--- config.mk ---
export PLATFORM = sky130hd
export DESIGN_NAME = ctrl_sequencer
export DESIGN_NICKNAME = d
export VERILOG_FILES = /design/src/rtl/ctrl_sequencer.sv
export SDC_FILE = /design/constraint.sdc
export NUM_CORES = 1
export LEC_CHECK = 0
export ABC_AREA = 1
export CAP_MARGIN = 10
export CORE_MARGIN = 2
export CORE_UTILIZATION = 51
export DETAILED_ROUTE_END_ITERATION = 10
export GPL_ROUTABILITY_DRIVEN = 0
export PLACE_DENSITY = 0.8
export SLEW_MARGIN = 25
export SYNTH_ARGS = -nofsm -noshare
export SYNTH_HDL_FRONTEND = slang
export SYNTH_SLANG_ARGS = --single-unit
--- constraint.sdc ---
create_clock -name clk -period 2.2 [get_ports clk]
set_input_delay 0.22 -clock clk [delete_from_list [all_inputs] [get_ports clk]]
set_output_delay 0.22 -clock clk [all_outputs]
set_load 0.01 [all_outputs]
--- src/rtl/ctrl_sequencer.sv ---
// Multicycle control sequencer: accepts one 6-bit instruction, decodes it through an external ROM,
// issues the control word to the datapath with valid/ready, strobes writeback, and traps on faults.
module ctrl_sequencer #(
  parameter int unsigned TIMEOUT = 16,
  parameter int unsigned CNT_W   = 8
) (
  input  logic             clk,
  input  logic             rst,
  input  logic             instr_valid,
  input  logic [5:0]       instr,
  output logic             instr_ready,
  output logic [5:0]       rom_addr,
  input  logic [5:0]       rom_data,
  output logic             exec_valid,
  output logic [5:0]       exec_ctrl,
  input  logic             exec_ready,
  output logic             wb_en,
  output logic [1:0]       wb_sel,
  output logic             busy,
  output logic             trap,
  output logic [1:0]       trap_code,
  input  logic             trap_clr,
  output logic [CNT_W-1:0] retired_cnt
);

  localparam int unsigned WaitW = $clog2(TIMEOUT);
  localparam logic [WaitW-1:0] WaitLast = WaitW'(TIMEOUT - 1);

  typedef enum logic [2:0] {StIdle, StDecode, StExec, StWb, StTrap} state_e;

  state_e           state_q, state_d;
  logic [5:0]       instr_q, instr_d;
  logic [5:0]       ctrl_q, ctrl_d;
  logic [WaitW-1:0] wait_q, wait_d;
  logic [1:0]       trap_code_q, trap_code_d;
  logic [CNT_W-1:0] retired_q, retired_d;

  logic             instr_ready_q, exec_valid_q, wb_en_q, busy_q, trap_q;
  logic [5:0]       exec_ctrl_q;
  logic [1:0]       wb_sel_q;

  logic             legal;
  logic             needs_wb;
  logic             retire;

  // Legality comes from the registered instruction: the ROM output is undefined on illegal codes.
  always_comb begin
    legal = (instr_q[5:3] == 3'b000) ||
            (instr_q == 6'b001100) || (instr_q == 6'b010001) || (instr_q == 6'b011001) ||
            (instr_q == 6'b010101) || (instr_q == 6'b011101);
  end

  assign needs_wb = (ctrl_q[3:0] == 4'b0001) || (ctrl_q[3:0] == 4'b0011);

  always_comb begin
    state_d     = state_q;
    instr_d     = instr_q;
    ctrl_d      = ctrl_q;
    wait_d      = wait_q;
    trap_code_d = trap_code_q;
    retire      = 1'b0;
    case (state_q)
      StIdle: begin
        if (instr_valid) begin
          instr_d = instr;
          state_d = StDecode;
        end
      end
      StDecode: begin
        wait_d = '0;
        if (legal) begin
          ctrl_d  = rom_data;
          state_d = StExec;
        end else begin
          trap_code_d = 2'b01;
          state_d     = StTrap;
        end
      end
      StExec: begin
        if (exec_ready) begin
          if (needs_wb) begin
            state_d = StWb;
          end else begin
            retire  = 1'b1;
            state_d = StIdle;
          end
        end else if (wait_q == WaitLast) begin
          trap_code_d = 2'b10;
          state_d     = StTrap;
        end else begin
          wait_d = wait_q + 1'b1;
        end
      end
      StWb: begin
        retire  = 1'b1;
        state_d = StIdle;
      end
      StTrap: begin
        if (trap_clr) begin
          trap_code_d = 2'b00;
          state_d     = StIdle;
        end
      end
      default: state_d = StIdle;
    endcase
  end

  assign retired_d = retire ? retired_q + CNT_W'(1) : retired_q;

  // Outputs are registered from the next state so they change exactly with the state register.
  always_ff @(posedge clk) begin
    if (rst) begin
      state_q       <= StIdle;
      instr_q       <= '0;
      ctrl_q        <= '0;
      wait_q        <= '0;
      trap_code_q   <= 2'b00;
      retired_q     <= '0;
      instr_ready_q <= 1'b1;
      exec_valid_q  <= 1'b0;
      exec_ctrl_q   <= '0;
      wb_en_q       <= 1'b0;
      wb_sel_q      <= 2'b00;
      busy_q        <= 1'b0;
      trap_q        <= 1'b0;
    end else begin
      state_q       <= state_d;
      instr_q       <= instr_d;
      ctrl_q        <= ctrl_d;
      wait_q        <= wait_d;
      trap_code_q   <= trap_code_d;
      retired_q     <= retired_d;
      instr_ready_q <= (state_d == StIdle);
      exec_valid_q  <= (state_d == StExec);
      exec_ctrl_q   <= (state_d == StExec) ? ctrl_d : '0;
      wb_en_q       <= (state_d == StWb);
      wb_sel_q      <= (state_d == StWb) ? ctrl_d[5:4] : 2'b00;
      busy_q        <= (state_d != StIdle);
      trap_q        <= (state_d == StTrap);
    end
  end

  assign instr_ready = instr_ready_q;
  assign rom_addr    = instr_q;
  assign exec_valid  = exec_valid_q;
  assign exec_ctrl   = exec_ctrl_q;
  assign wb_en       = wb_en_q;
  assign wb_sel      = wb_sel_q;
  assign busy        = busy_q;
  assign trap        = trap_q;
  assign trap_code   = trap_code_q;
  assign retired_cnt = retired_q;

endmodule

==> flow_summary.yaml <==
run_status:
  status: "complete, no violations"
logic_synthesis:
  yosys.area.top_type: "dfxtp_1"
  synth_async_sr_flop_share_pct: 0
  synth.avg_cell_area_sq_um: 7.27
  synth.top_cells.by_area: "dfxtp_1, nand2_1, nor2_1, inv_1, a21oi_1"
  synth_cell_types: 23
  syn_area_sq_mm: 0.00175
  synth_edf_count: 0
  synthCells: 240
  synth_commonest_cells: "nand2_1, nor2_1, dfxtp_1, inv_1, a21oi_1"
  synth.most_common_cell: "nand2_1"
  yosys_warnings: 0
  synth.net_count: 259
  seq_area_frac_synth_pct: 48.2
  ys_ff_latch: 42
  synth_top_flop_cell: "dfxtp_1"
  synth_top_cell_area_share_pct: 48.2
critical_path:
  path_delay_family: "buffers and inverters"
  path_buf_inv: 1
  cp_cell_sequence: "clkdlybuf4s50_1"
  slowest_delay_ps: 570
  criticalPathCategory: "reg2out"
  required_ps: 1980
  worstPathArrival_ps: 1360
  crit_fanout: 6
  critical_path.startpoint_type: "register"
  crit_slowest_cell: "clkdlybuf4s50_1"
  setup.worst_path.end_class: "output pin"
cts:
  cts.path.max_buffers: 2
  cts_setup_buffers: 0
  hold_buffers: 0
  cts-buffers-inserted: 5
  h-tree-depth: 2
  cts_tree: "done"
  root_buffer: "clkbuf_4"
  cts_resized: 0
  clkTransAtPathRegs_ps: 120
  clk_latency_ps: 350
  cts.sinks: 42
pwr:
  intPower_w: 0.00104
  power_density_mw_per_mm2: 636
  net-switching-power_w: 0.000409
  p_seq_share_pct: 57.1
  power_w: 0.00145
  leakagePower_nw: 0.968
  clock_power_share_pct: 24.4
  vdd_drop_max_mv: 0.536
  p_comb_share_pct: 18.6
  power.share.switching_pct: 28.2
global_routing:
  grt_pass1_wl_um: 6110
  antenna_found_initial: 0
  grt_pass1_vias: 1445
  overflow: 0
  track_usage_pct: 19.4
  grt_max_degree: 20
sta:
  max_freq_mhz: 634
  hold_violations: 0
  setup_violations: 0
  timing.final.crit_share_pct: 71.7
  finalCriticalPeriod_ps: 1580
  rsz0062_at_grt: "no"
  maxSlewHeadroom_pct: 71.8
  final_max_slew_viol_count: 0
  setup-tns-final_ps: 0
  fin_worst_skew_ps: 4.23
  fin_hold_ws_ps: 460
  tightest_slew_ps: 423
routing:
  vias: 1612
  via_per_inst: 4.81
  drt_iter0_drc: 71
  final_antenna_net_count: 0
  route.detailed.drc: 0
  first_pass_iters: 5
  wl_um: 3620
  routedWlPerCell_um: 10.8
floorplan:
  core_area_sq_mm: 0.00331
  die_w_um: 62.5
  initial_core_util_pct: 52.7
  num_rows: 21
  die-area_sq_mm: 0.00391
  die_y_um: 62.5
  pin_count: 46
placed_design:
  place_hpwl_um: 2660
  post-place-cells: 328
  portBuffers: 45
final_layout:
  final_nets: 308
  layout-drive-gt1-share_pct: 6.57
  syn_to_final_growth_pct: 30.5
  num_antenna_cells: 0
  utilization_pct: 68.8
  fillers: 301
  fin_cells: 335
run:
  cap_viol_max_count: 0
worst_hold_path:
  hp-class: "in2reg"
-- flip-flops by register name, indices dropped and copies added, names as in the netlist, 2 cells and up --
| register | cells |
|---|---|
| rom_addr | 6 |
| trap_code | 2 |
| state_q | 3 |
| wait_q | 4 |
| exec_ctrl | 6 |
| ctrl_q | 6 |
| retired_cnt | 8 |
| wb_sel | 2 |
-- final timing paths --
| check | slack (ps) | cells past startpoint | end | start |
|---|---|---|---|---|
| setup / recovery | 620 | 1 | retired_cnt[0] | retired_cnt[0] |
| hold / removal | 460 | 3 | rom_addr[2] | instr[2] |
| setup reg to reg | 680 | 6 | retired_cnt[6] | state_q[0] |
| hold reg to reg | 500 | 2 | wait_q[0] | wait_q[0] |
-- layout make-up --
type,count,area (sq um),area share [%]
Clock buffer,5,37.5,1.65
Clock inverter,2,10.0,0.439
Inverter,33,124,5.44
Multi-Input combinational cell,161,751,32.9
Sequential cell,42,841,36.9
Tap cell,46,57.6,2.53
Timing Repair Buffer,46,458,20.1
-- cells in the final DEF, fill, tap and decap left out, types with 2 or more instances in the layout --
cell | Yosys | layout
a21oi_1 | 16 | 16
clkbuf_4 | 0 | 5
clkdlybuf4s50_1 | 0 | 45
clkinv_2 | 0 | 2
dfxtp_1 | 42 | 42
ha_1 | 2 | 2
inv_1 | 29 | 29
inv_2 | 4 | 4
nand2_1 | 57 | 57
nand2_2 | 2 | 2
nand3_1 | 10 | 10
nand3_2 | 2 | 2
nand4_1 | 3 | 3
nor2_1 | 43 | 43
o21ai_0 | 15 | 15
o21ai_1 | 2 | 2
xnor2_1 | 4 | 4
-- power by group through the flow --
stage               Combinational, W  Sequential, W  Clock, W
floorplan                   0.000144       0.000855         0
global placement            0.000264       0.000844         0
detailed placement          0.000267       0.000844         0
CTS                         0.000269       0.000827  0.000359
global route                0.000301       0.000832  0.000395
finish                      0.000269       0.000827  0.000353
-- per-stage QoR --
step / cell area (sq um) / worst slack [ps]
3_5_place_dp: 2230 / 491
5_1_grt: 2280 / 456
4_1_cts: 2280 / 616
6_report: 2280 / 622
2_1_floorplan: 1750 / 931
3_3_place_gp: 2230 / 516
-- cell families after synthesis --
group / Yosys count / share of synthesized area, %
xor+xnor: 5 / 2.51
fa+ha+maj: 2 / 1.43
compound gates: 34 / 9.96
simple gates: 120 / 29.1
buf+inv: 37 / 8.82
flops: 42 / 48.2
-- layer usage --
metal  track usage (%)  vias up  routed length, um
met4              8.89        0                 46
met5                 0        -                  0
met1              25.2      721               1740
li1                  -      843                  -
met3              3.96        9                143
met2              31.2       39               1690
No activity file was read; power rests on OpenSTA's default activity.
